--- src/rtl/fast_cmd_gen.sv ---
// ============================================================================
// fast_cmd_gen
// ----------------------------------------------------------------------------
// Fast-command generator for the module emulator. Serialises 8-bit
// fast-command frames MSB-first on the 320 MHz bit clock, one frame per
// 40 MHz bunch crossing. Every frame is picked at the frame boundary from,
// in priority order:
//   1. BCR_CODE when the upcoming frame is the BCR bunch crossing
//   2. L0L1_CODE when at least one trigger request is pending
//   3. the head of the user command FIFO (optional, see below)
//   4. IDLE_CODE
// While 'enable' is low every frame is IDLE and the orbit counter rests at 0.
//
// Optional feature:
//   FAST_CMD_USER_FIFO_EN  defined   -> user command FIFO built, rule 3 active
//                          undefined -> no FIFO, cmd_ready tied low,
//                                       cmd_valid/cmd_data ignored
//
// Ports:
//   clk320           in   320 MHz bit clock
//   LPGBT_HARD_RSTB  in   asynchronous active-low reset
//   enable           in   1 = orbit sequencing, 0 = IDLE frames only
//                         (sampled at frame boundaries only)
//   trig_i           in   single-cycle trigger request
//   cmd_valid        in   user command write strobe
//   cmd_data         in   user command byte
//   cmd_ready        out  user FIFO can accept a byte
//   fast_cmd_out     out  serial command bit (registered)
//   frame_start      out  high while fast_cmd_out carries bit 7 of a frame
//   bc_cnt           out  bunch-crossing number of the frame on fast_cmd_out
//   trig_drop        out  one-cycle pulse when a trigger request was lost
// ============================================================================
module fast_cmd_gen #(
    parameter logic [7:0] IDLE_CODE  = 8'hAC,
    parameter logic [7:0] L0L1_CODE  = 8'hB2,
    parameter logic [7:0] BCR_CODE   = 8'h99,
    parameter int         ORBIT_LEN  = 3564,
    parameter int         BCR_BC     = 0,
    parameter int         FIFO_DEPTH = 4
) (
    input  logic                         clk320,
    input  logic                         LPGBT_HARD_RSTB,
    input  logic                         enable,
    input  logic                         trig_i,
    input  logic                         cmd_valid,
    input  logic [7:0]                   cmd_data,
    output logic                         cmd_ready,
    output logic                         fast_cmd_out,
    output logic                         frame_start,
    output logic [$clog2(ORBIT_LEN)-1:0] bc_cnt,
    output logic                         trig_drop
);

    localparam int              BC_W    = $clog2(ORBIT_LEN);
    localparam logic [BC_W-1:0] BC_LAST = BC_W'(ORBIT_LEN - 1);
    localparam logic [BC_W-1:0] BC_BCR  = BC_W'(BCR_BC);

    // ------------------------------------------------------------------------
    // Frame timing and shift state
    // ------------------------------------------------------------------------
    logic [2:0]      bit_cnt;     // position inside the frame being shifted
    logic [7:0]      shift_reg;   // frame being shifted out, MSB next
    logic [BC_W-1:0] frame_bc;    // bunch crossing of the frame in shift_reg
    logic            run;         // enable as sampled at the last boundary
    logic            boundary;    // this edge loads the next frame

    // ------------------------------------------------------------------------
    // Frame selection
    // ------------------------------------------------------------------------
    logic [BC_W-1:0] next_bc;
    logic            bcr_slot;
    logic [7:0]      next_frame;
    logic            take_trig;
    logic            consume;

    // ------------------------------------------------------------------------
    // Trigger bookkeeping
    // ------------------------------------------------------------------------
    logic [1:0]      pending;
    logic            trig_acc;

    assign boundary = (bit_cnt == 3'd7);

    // Triggers only count while the previous boundary saw enable high, so a
    // disabled generator neither queues nor drops them.
    assign trig_acc = trig_i && run;

`ifdef FAST_CMD_USER_FIFO_EN
    // ------------------------------------------------------------------------
    // User command FIFO
    // ------------------------------------------------------------------------
    localparam int PTR_W = (FIFO_DEPTH > 1) ? $clog2(FIFO_DEPTH) : 1;
    localparam logic [PTR_W:0] FULL_COUNT = (PTR_W + 1)'(FIFO_DEPTH);

    logic [7:0]     fifo_mem [FIFO_DEPTH];
    logic [PTR_W-1:0] wr_ptr;
    logic [PTR_W-1:0] rd_ptr;
    logic [PTR_W:0]   fifo_count;
    logic             fifo_full;
    logic             fifo_empty;
    logic             fifo_push;
    logic             fifo_pop;
    logic [7:0]       fifo_head;
    logic             take_user;

    assign fifo_full  = (fifo_count == FULL_COUNT);
    assign fifo_empty = (fifo_count == '0);
    assign cmd_ready  = !fifo_full;
    assign fifo_push  = cmd_valid && cmd_ready;
    assign fifo_pop   = boundary && take_user;
    assign fifo_head  = fifo_mem[rd_ptr];

    // Storage needs no reset: the pointers and count define what is valid,
    // and FIFO_DEPTH being a power of two lets the pointers wrap by overflow.
    always_ff @(posedge clk320) begin
        if (fifo_push) begin
            fifo_mem[wr_ptr] <= cmd_data;
        end
    end

    // Pointer and occupancy tracking. A push and a pop on the same edge
    // leave the occupancy unchanged.
    always_ff @(posedge clk320 or negedge LPGBT_HARD_RSTB) begin
        if (!LPGBT_HARD_RSTB) begin
            wr_ptr     <= '0;
            rd_ptr     <= '0;
            fifo_count <= '0;
        end else begin
            if (fifo_push) begin
                wr_ptr <= wr_ptr + PTR_W'(1);
            end
            if (fifo_pop) begin
                rd_ptr <= rd_ptr + PTR_W'(1);
            end
            case ({fifo_push, fifo_pop})
                2'b10:   fifo_count <= fifo_count + (PTR_W + 1)'(1);
                2'b01:   fifo_count <= fifo_count - (PTR_W + 1)'(1);
                default: fifo_count <= fifo_count;
            endcase
        end
    end
`else
    // Without the FIFO the command inputs are intentionally left dangling.
    localparam int unused_fifo_depth = FIFO_DEPTH;
    logic unused_cmd_inputs;

    assign unused_cmd_inputs = ^{cmd_valid, cmd_data};
    assign cmd_ready         = 1'b0;
`endif

    // Choose the frame to load at the next boundary. The upcoming bunch
    // crossing restarts at 0 both while disabled and on the first enabled
    // frame after a disabled one, so an orbit always begins cleanly.
    always_comb begin
        next_bc    = '0;
        next_frame = IDLE_CODE;
        take_trig  = 1'b0;
`ifdef FAST_CMD_USER_FIFO_EN
        take_user  = 1'b0;
`endif
        if (enable && run) begin
            next_bc = (frame_bc == BC_LAST) ? '0 : frame_bc + BC_W'(1);
        end
        bcr_slot = enable && (next_bc == BC_BCR);
        if (enable) begin
            if (bcr_slot) begin
                next_frame = BCR_CODE;
            end else if (pending != 2'd0) begin
                next_frame = L0L1_CODE;
                take_trig  = 1'b1;
`ifdef FAST_CMD_USER_FIFO_EN
            end else if (!fifo_empty) begin
                next_frame = fifo_head;
                take_user  = 1'b1;
`endif
            end
        end
    end

    assign consume = boundary && take_trig;

    // Trigger pending counter. It saturates at 3; a request that arrives at
    // saturation without a same-edge L0L1 load is lost and flagged one cycle
    // later. A request arriving with a load leaves the count unchanged. A
    // BCR slot simply skips consumption, deferring triggers by one frame.
    // Disabling the generator discards queued triggers so that stale requests
    // never fire when sequencing resumes.
    always_ff @(posedge clk320 or negedge LPGBT_HARD_RSTB) begin
        if (!LPGBT_HARD_RSTB) begin
            pending   <= 2'd0;
            trig_drop <= 1'b0;
        end else begin
            trig_drop <= trig_acc && (pending == 2'd3) && !consume;
            if (boundary && !enable) begin
                pending <= 2'd0;
            end else if (trig_acc && !consume) begin
                if (pending != 2'd3) begin
                    pending <= pending + 2'd1;
                end
            end else if (!trig_acc && consume) begin
                pending <= pending - 2'd1;
            end
        end
    end

    // Bit counter and frame shift register. The reset value of the shift
    // register is IDLE, so the first frame after reset is always IDLE.
    always_ff @(posedge clk320 or negedge LPGBT_HARD_RSTB) begin
        if (!LPGBT_HARD_RSTB) begin
            bit_cnt   <= 3'd0;
            shift_reg <= IDLE_CODE;
            frame_bc  <= '0;
            run       <= 1'b0;
        end else begin
            bit_cnt <= bit_cnt + 3'd1;
            if (boundary) begin
                shift_reg <= next_frame;
                frame_bc  <= next_bc;
                run       <= enable;
            end else begin
                shift_reg <= {shift_reg[6:0], 1'b0};
            end
        end
    end

    // Registered serial outputs. bc_cnt follows frame_bc with the same one
    // cycle delay as the data bit, so it always labels the bit on the wire.
    always_ff @(posedge clk320 or negedge LPGBT_HARD_RSTB) begin
        if (!LPGBT_HARD_RSTB) begin
            fast_cmd_out <= 1'b0;
            frame_start  <= 1'b0;
            bc_cnt       <= '0;
        end else begin
            fast_cmd_out <= shift_reg[7];
            frame_start  <= (bit_cnt == 3'd0);
            bc_cnt       <= frame_bc;
        end
    end

endmodule

--- config.mk ---
export PLATFORM = sky130hd
export DESIGN_NAME = fast_cmd_gen
export DESIGN_NICKNAME = d
export VERILOG_FILES = /design/src/rtl/fast_cmd_gen.sv
export SDC_FILE = /design/constraint.sdc
export NUM_CORES = 1
export LEC_CHECK = 0
export CAP_MARGIN = 20
export CORE_MARGIN = 3
export CORE_UTILIZATION = 45
export CTS_CLUSTER_SIZE = 30
export DETAILED_ROUTE_END_ITERATION = 10
export PLACE_DENSITY_LB_ADDON = 0.2
export SLEW_MARGIN = 20
export SYNTH_ARGS = -nofsm -noshare
export SYNTH_HDL_FRONTEND = slang
export SYNTH_SLANG_ARGS = --single-unit
--- constraint.sdc ---
create_clock -name clk320 -period 4.5 [get_ports clk320]
set_input_delay 0.675 -clock clk320 [delete_from_list [all_inputs] [get_ports clk320]]
set_output_delay 0.675 -clock clk320 [all_outputs]
set_load 0.005 [all_outputs]
Yosys cells after proc, flatten, opt, wreduce, memory -nomap -nowiden

Index checks and enable logic that the tools add are counted.

$add $sub $neg: 4
Eq/ne operators: 5
Muxes and demuxes: 13
Reduce and logical (&&, ||, !) cells: 17

Operator list:

| kind                                                   | number |
|---|---|
| two-way mux 12 bit                                     | 2 |
| two-way mux 8 bit                                      | 2 |
| adder 12 x 1 -> 12 bit (second input constant)         | 1 |
| equality test 12 bit (second input constant)           | 1 |
| logical NOT 12 bit                                     | 1 |
| logical AND 1 bit                                      | 9 |
| two-way mux 2 bit                                      | 4 |
| two-way mux 6 bit                                      | 1 |
| two-way mux 5 bit                                      | 1 |
| adder 3 x 1 -> 3 bit (second input constant)           | 1 |
| equality test 3 bit (second input constant)            | 1 |
| logical NOT 1 bit                                      | 3 |
| logical NOT 3 bit                                      | 1 |
| two-way mux 1 bit                                      | 3 |
| inequality test 3 x 2 -> 1 bit (second input constant) | 1 |
| nonzero test 3 bit                                     | 1 |
| adder 2 x 1 -> 2 bit (second input constant)           | 1 |
| equality test 2 bit (second input constant)            | 1 |
| inequality test 2 bit (second input constant)          | 1 |
| AND reduction 2 bit                                    | 1 |
| nonzero test 2 bit                                     | 1 |
| subtractor 2 x 1 -> 2 bit (second input constant)      | 1 |

Bits in registers: 41
Input port bits: 13
Output and inout port bits: 16

Logic depth before layout (Yosys ltp)

Gate-level depths: netlist (run 1).

Depth after elaboration: 12
Gate-level depth with buffers: 9
Gate-level depth less buffers: 7

Worst setup path after synthesis (run 1)

No wires, ideal clock.

Path type: reg-to-reg
From: register frame_bc[0]
To: register pending[1]
Arrival: 2.274 ns
Slack: 2.130 ns
Stages on the path, launching flop included: 9
Path buffers: 1
Clock period less this slack: 2.370 ns
Cell sequence: dfrtp_1 > ha_1 > buf_6 > or3_4 > a2111oi_4 > o221ai_2 > o31ai_4 > a21oi_2 > nor4_2

Longest elaborated chain between the ends: 12

RTL lines:

| element                                                                          | RTL line | source |
|---|---|---|
| from (decl)                                                                      | 63       | `logic [BC_W-1:0] frame_bc;` |
| from (signal assigned)                                                           | 218      | `frame_bc <= next_bc;` |
| adder 12 x 1 -> 12 bit / equality test 12 bit (equally long branches)            | 162      | `next_bc = (frame_bc == BC_LAST) ? '0 : frame_bc + BC_W'(1);` |
| two-way mux 12 bit *                                                             | 162      |  |
| two-way mux 12 bit *                                                             | 161      | `if (enable && run) begin` |
| logical NOT 12 bit *                                                             | 164      | `bcr_slot = enable && (next_bc == BC_BCR);` |
| logical AND 1 bit *                                                              | 164      |  |
| two-way mux 1 bit *                                                              | 166      | `if (bcr_slot) begin` |
| two-way mux 1 bit *                                                              | 165      | `if (enable) begin` |
| logical AND 1 bit *                                                              | 180      | `assign consume = boundary && take_trig;` |
| logical NOT 1 bit                                                                | 196      | `end else if (trig_acc && !consume) begin` |
| logical AND 1 bit                                                                | 196      |  |
| inequality test 3 x 2 -> 1 bit (no source line), or another cell as far along    | -        |  |
| AND reduction 2 bit (no source line) / two-way mux 2 bit (equally long branches) | -        |  |
| to (signal assigned)                                                             | 198      | `pending <= pending + 2'd1;` |
| to (signal assigned)                                                             | 201      | `pending <= pending - 2'd1;` |
| to (decl)                                                                        | 79       | `logic [1:0] pending;` |

Mark *: on every way between the ends. The rest lies on a longest branch, timed or not.
A chain may end at the register's enable or synchronous reset.

Final worst setup path (run 1)

From: register frame_bc[0]
To: register shift_reg[2]

Longest elaborated chain between the ends: 8

RTL lines:

| element                                                               | RTL line | source |
|---|---|---|
| adder 12 x 1 -> 12 bit / equality test 12 bit (equally long branches) | 162      |  |
| two-way mux 12 bit *                                                  | 162      |  |
| two-way mux 12 bit *                                                  | 161      |  |
| logical NOT 12 bit *                                                  | 164      |  |
| logical AND 1 bit *                                                   | 164      |  |
| two-way mux 6 bit *                                                   | 166      |  |
| two-way mux 8 bit *                                                   | 165      |  |
| two-way mux 8 bit *                                                   | 216      | `if (boundary) begin` |
| to (signal assigned)                                                  | 217      | `shift_reg <= next_frame;` |
| to (signal assigned)                                                  | 221      | `shift_reg <= {shift_reg[6:0], 1'b0};` |
| to (decl)                                                             | 62       | `logic [7:0] shift_reg;` |

Marked as above.

==> out/summary.txt, run 1 <==
status: finished clean
Post-Layout Cell Count: 244
Hold Path Sink: fast_cmd_out
Setup Total Neg Slack: 0 ns
initial antenna violation count: 0
Reg-to-Reg End: shift_reg[2]
first-pass GRT wire length: 6.60 mm
Synth cell types: 51
number of diodes: 0
cts hold-fix bufs: 0
via count: 1457
crit share post-route: 0.588
Final ANT Viol Nets: 0
leakage: 0.913 nW
met2 WL: 1.84 mm
root buffer cell: clkbuf_8
async set or reset register ratio after synthesis: 1.00
peak supply drop: 0.183 mV
synthesized area: 1920 um^2
worst reg-to-reg setup slack: 1.85 ns
internal power: 608 uW
Psw: 149 uW
DR top layer: met4
Via density: 5.97
number of detailed-route iterations in the first pass: 4
multi-input combinational cell area: 796 um^2
hold path depth: 0
cells along the critical path: ha_1, or3_4, a2111oi_4, o221ai_2, o31ai_4, o311ai_1, o21a_1
Clock power frac: 0.455
Yosys Warn Count: 0
clock latency on the worst-skew pair: 0.29 ns
vias in the first global route: 1458
# fillers: 355
post-synth top area cell: dfrtp_1
Reg area: 1030 um^2
M1 WL: 1.61 mm
RePlAce Congestion: 0.830
Comb power frac: 0.042
layout cells sized above 1: 0.124
clk slew on worst S/H paths: 0.08 ns
Total GRT Usage: 0.164
CP endpoint kind: register
FMAX: 378 MHz
CTS Buffer Depth: 2
PortBufs: 18
area grow syn2layout: 15.8%
pin count of the biggest net entering global routing: 42
Residual DRC: 0
Hold Fails Final Rpt: 0
RSZ-0062 raised after global routing: false
Detailed Place HPWL: 2.52 mm
Buf/Inv on CP: 0
Routed WL: 3.70 mm
worst r2r path cells: 7
DIE AREA: 5100 um^2
Setup CP Type: register to register
RR Startpoint: frame_bc[0]
switching fraction of total power: 0.197
Rows: 23
CP max stage cell: dfrtp_1
Hold Startpoint: shift_reg[7]
synthesized area per cell: 10.6 um^2
CP max stage delay: 0.47 ns
CTS tree: done
syn_nets: 198
post-synth top area share: 0.481
met3 wire length: 165 um
Syn Inst Count: 181
initial DRC count: 116
Initial Utilization: 0.474
TritonCTS buffer count: 5
Final setup viols: 0
minimum clock period: 2.65 ns
maxcap violations: 0
Sink Count: 41
Post-synth EDFFs: 0
Hold/Removal Path Class: register to register
routed len/inst: 15.2 um
# IOs: 29
die span in x: 71.4 um
Synth Register Bits: 41
Seq/Total Area, Yosys: 0.536
clk_skew: 0.00532 ns
placed cell count: 236
core footprint: 4060 um^2
Setup Fix Bufs, Post-CTS: 0
Power Density: 340 nW/um^2
Seq pwr share: 0.503
Area contributors post-synth: dfrtp_1 (48%), dfstp_2 (5.5%), o21ai_0 (3.4%), nand3_1 (3.1%), nand2_1 (3.1%)
Slew @ Worst Pin: 0.883 ns
max-slew violations: 0
total grt overflow: 0
Layout Nets: 210
CP max FO: 10
critical path arrival: 2.87 ns
most used flip-flop cell after synthesis: dfrtp_1
die boundary height: 71.4 um
commonest cells in the netlist: dfrtp_1 (37), nand2_1 (16), o21ai_0 (13)
PostCTS Resize Cnt: 0
maximum level of the CTS H-tree: 2
crit start category: register
Req. time, crit path: 4.72 ns
Slew HR: 0.412
dominant cell by count in the synthesized netlist: dfrtp_1
Largest delay share family, worst path: compound AO/OA/AOI/OAI gates
## layout make-up
class,instances,area share
Inverter,8,0.0135
Clock buffer,5,0.0309
Clock inverter,3,0.0292
Timing Repair Buffer,18,0.0786
Tap cell,50,0.0281
Multi-Input combinational cell,119,0.357
Sequential cell,41,0.463
## placed cells by master, fill, tap and decap left out, types with 6 or more instances in the layout
cell	synthesis	final
nor2_1	8	8
nand3_1	12	12
o21ai_0	13	13
dfrtp_1	37	37
o31ai_1	6	6
inv_1	7	7
clkdlybuf4s50_1	0	17
nand2_1	16	16
## power groups by stage
stage	Sequential [mW]	Combinational [mW]	Clock [mW]
after global placement	0.387	0.0310	0
after CTS	0.381	0.0326	0.352
after detailed placement	0.388	0.0325	0
after global routing	0.382	0.0363	0.374
after floorplan	0.386	0.0191	0
final	0.381	0.0319	0.344
## worst max-delay path by stage
stage,startpoint,to,cells past startpoint
2_1_floorplan,frame_bc[0],pending[1],8
3_3_place_gp,frame_bc[0],shift_reg[2],7
3_5_place_dp,frame_bc[0],shift_reg[2],7
4_1_cts,frame_bc[0],shift_reg[2],7
5_1_grt,frame_bc[0],shift_reg[2],7
6_report,frame_bc[0],shift_reg[2],7
## cells by family after synthesis
kind of cell             share of synthesized area
AO/OA/AOI/OAI                                0.200
XOR/XNOR                                   0.00455
adder cells (fa/ha/maj)                     0.0260
buffers and inverters                       0.0507
flip-flops                                   0.536
multiplexers                               0.00585
other                                      0.00195
AND/OR/NAND/NOR                              0.175
## stage by stage
step           hold slack (ns)  instance area [um^2]  power [mW]   util  setup WS (ns)
2_1_floorplan            0.349                  1920       0.405      -           2.13
3_3_place_gp             0.379                  2090       0.418  0.516           1.92
3_5_place_dp             0.386                  2090       0.420  0.516           1.87
4_1_cts                  0.397                  2230       0.765  0.549           1.84
5_1_grt                  0.403                  2230       0.792  0.549           1.70
6_report                 0.396                  2230       0.757  0.549           1.85
## metal layers
metal  vias to the layer above  global-route usage
met5                         -                   0
met4                         0              0.0752
met1                       732               0.202
met2                        35               0.266
met3                        10              0.0463
li1                        680                   -
Note: power is estimated with default switching activity, not from simulation.
==> inputs of run 2 (changes only) <==
Clock period 4.5 ns to 2.7 ns, I/O delays scaled along.
==> run 2 against run 1 <==
Effect of this change:
- die area is the same
- critical path type unchanged
- sequential cell count stayed put
- via count increased by 0.75%
- largest power group unchanged
==> out/summary.txt, run 2 (synthesis results as in run 1) <==
Setup CP Type: register to register
clk slew on worst S/H paths: 0.08 ns (about the same)
post-route cell area: 2240 um^2 (+0.73%)
clk_skew: 0.00621 ns (+0.000892 ns)
Slew HR: 0.417 (+0.00546)
FMAX: 415 MHz (+9.8%)
Total GRT Usage: 0.161 (-0.00312)
clock latency on the worst-skew pair: 0.30 ns (about the same)
Sink Count: 41 (unchanged)
max-slew violations: 0 (unchanged)
root buffer cell: clkbuf_8
Hold Fails Final Rpt: 0 (unchanged)
worst reg-to-reg setup slack: 0.29 ns (-1.56 ns)
most frequent cells in the layout: dfrtp_1 (37), clkdlybuf4s50_1 (17), nand2_1 (16)
Setup Total Neg Slack: 0 ns (unchanged)
die span in x: 71.4 um (unchanged)
Setup Fix Bufs, Post-CTS: 0 (unchanged)
Final setup viols: 0 (unchanged)
# fillers: 340 (-4.2%)
crit start category: register
cts hold-fix bufs: 0 (unchanged)
RSZ-0062 raised after global routing: false
Via density: 5.92 (-0.87%)
initial DRC count: 138 (+19%)
minimum clock period: 2.41 ns (-0.237 ns)
Post-Layout Cell Count: 248 (+1.6%)
Routed WL: 3.66 mm (-1.0%)
Hold/Removal Path Class: input port to asynchronous set/reset pin
peak supply drop: 0.324 mV (+77%)
area grow syn2layout: 16.6%
via count: 1468 (+0.75%)
core footprint: 4060 um^2 (unchanged)
number of detailed-route iterations in the first pass: 5 (+1)
CP endpoint kind: register
Req. time, crit path: 2.91 ns (-1.81 ns)
worst r2r path cells: 7 (unchanged)
vias in the first global route: 1382 (-5.2%)
DIE AREA: 5100 um^2 (unchanged)
routed len/inst: 14.8 um (-2.6%)
Detailed Place HPWL: 2.52 mm (+0.21%)
die boundary height: 71.4 um (unchanged)
Slew @ Worst Pin: 0.874 ns (-0.00820 ns)
Initial Utilization: 0.474 (unchanged)
Residual DRC: 0 (unchanged)
Layout Nets: 214 (+1.9%)
RePlAce Congestion: 0.834 (+0.53%)
Reg-to-Reg End: pending[1]
CP startpoint: frame_bc[1]
CTS tree: done
CP max FO: 7 (-3)
first-pass GRT wire length: 6.40 mm (-3.0%)
leakage: 0.922 nW (+1.0%)
Final Util: 0.553 (+0.00401)
critical path arrival: 2.62 ns (-0.25 ns)
layout cells sized above 1: 0.141 (+0.0177)
# IOs: 29 (unchanged)
most common cell after layout, fill and taps aside: dfrtp_1
Rows: 23 (unchanged)
TritonCTS buffer count: 5 (unchanged)
PortBufs: 18 (unchanged)
RR Startpoint: frame_bc[1]
maximum level of the CTS H-tree: 2 (unchanged)
number of diodes: 0 (unchanged)
crit share post-route: 0.893 (+0.304)
PostCTS Resize Cnt: 0 (unchanged)
total grt overflow: 0 (unchanged)
Power Density: 534 nW/um^2 (+57%)
maxcap violations: 0 (unchanged)
pin count of the biggest net entering global routing: 42 (unchanged)
initial antenna violation count: 0 (unchanged)
status: finished clean
dpl cell area: 2120 um^2 (+1.4%)
placed cell count: 240 (+1.7%)
Hold WS: 0.217 ns (-0.179 ns)
CTS Buffer Depth: 2 (unchanged)
Final ANT Viol Nets: 0 (unchanged)
-- run 2: worst max-delay path: stages (launching register included) --
cell and delay (ns):
dfrtp_1 0.45, ha_1 0.24, or3_4 0.40, a2111oi_4 0.36, o221ai_2 0.19, o31ai_4 0.41, a21oi_2 0.06, nor4_2 0.21
-- run 2: final cells by class --
class | count | area, um^2 | area share
Clock buffer | 6 | 82.6 | 0.0368
Clock inverter | 2 | 37.5 | 0.0167
Inverter | 8 | 30.0 | 0.0134
Multi-Input combinational cell | 119 | 796 | 0.355
Sequential cell | 41 | 1030 | 0.459
Tap cell | 50 | 62.6 | 0.0279
Timing Repair Buffer | 22 | 205 | 0.0914
-- run 2: per-stage QoR --
stage	setup WS (ns)	total power, mW
after floorplan	0.330	0.675
after global placement	0.310	0.699
after detailed placement	0.298	0.702
after CTS	0.268	1.22
after global routing	0.151	1.25
final	0.289	1.20
-- run 2: worst max path at each step --
stage and end:
4_1_cts pending[1], 2_1_floorplan pending[1], 5_1_grt pending[1], 6_report pending[1], 3_5_place_dp pending[1], 3_3_place_gp pending[1]
-- run 2: layer usage --
layer / GRT usage / vias up / share of wire
li1: - / 687 / -
met1: 0.207 / 716 / 0.41
met2: 0.251 / 57 / 0.50
met3: 0.0463 / 8 / 0.077
met4: 0.0731 / 0 / 0.019
met5: 0 / - / 0
-- run 2: where the power goes --
| group | internal [mW] | switching, mW | leakage (nW) |
|---|---|---|---|
| Combinational | 0.0213 | 0.0350 | 0.334 |
| Sequential | 0.626 | 0.00717 | 0.531 |
| Clock | 0.300 | 0.209 | 0.0574 |
| Total | 0.948 | 0.252 | 0.922 |
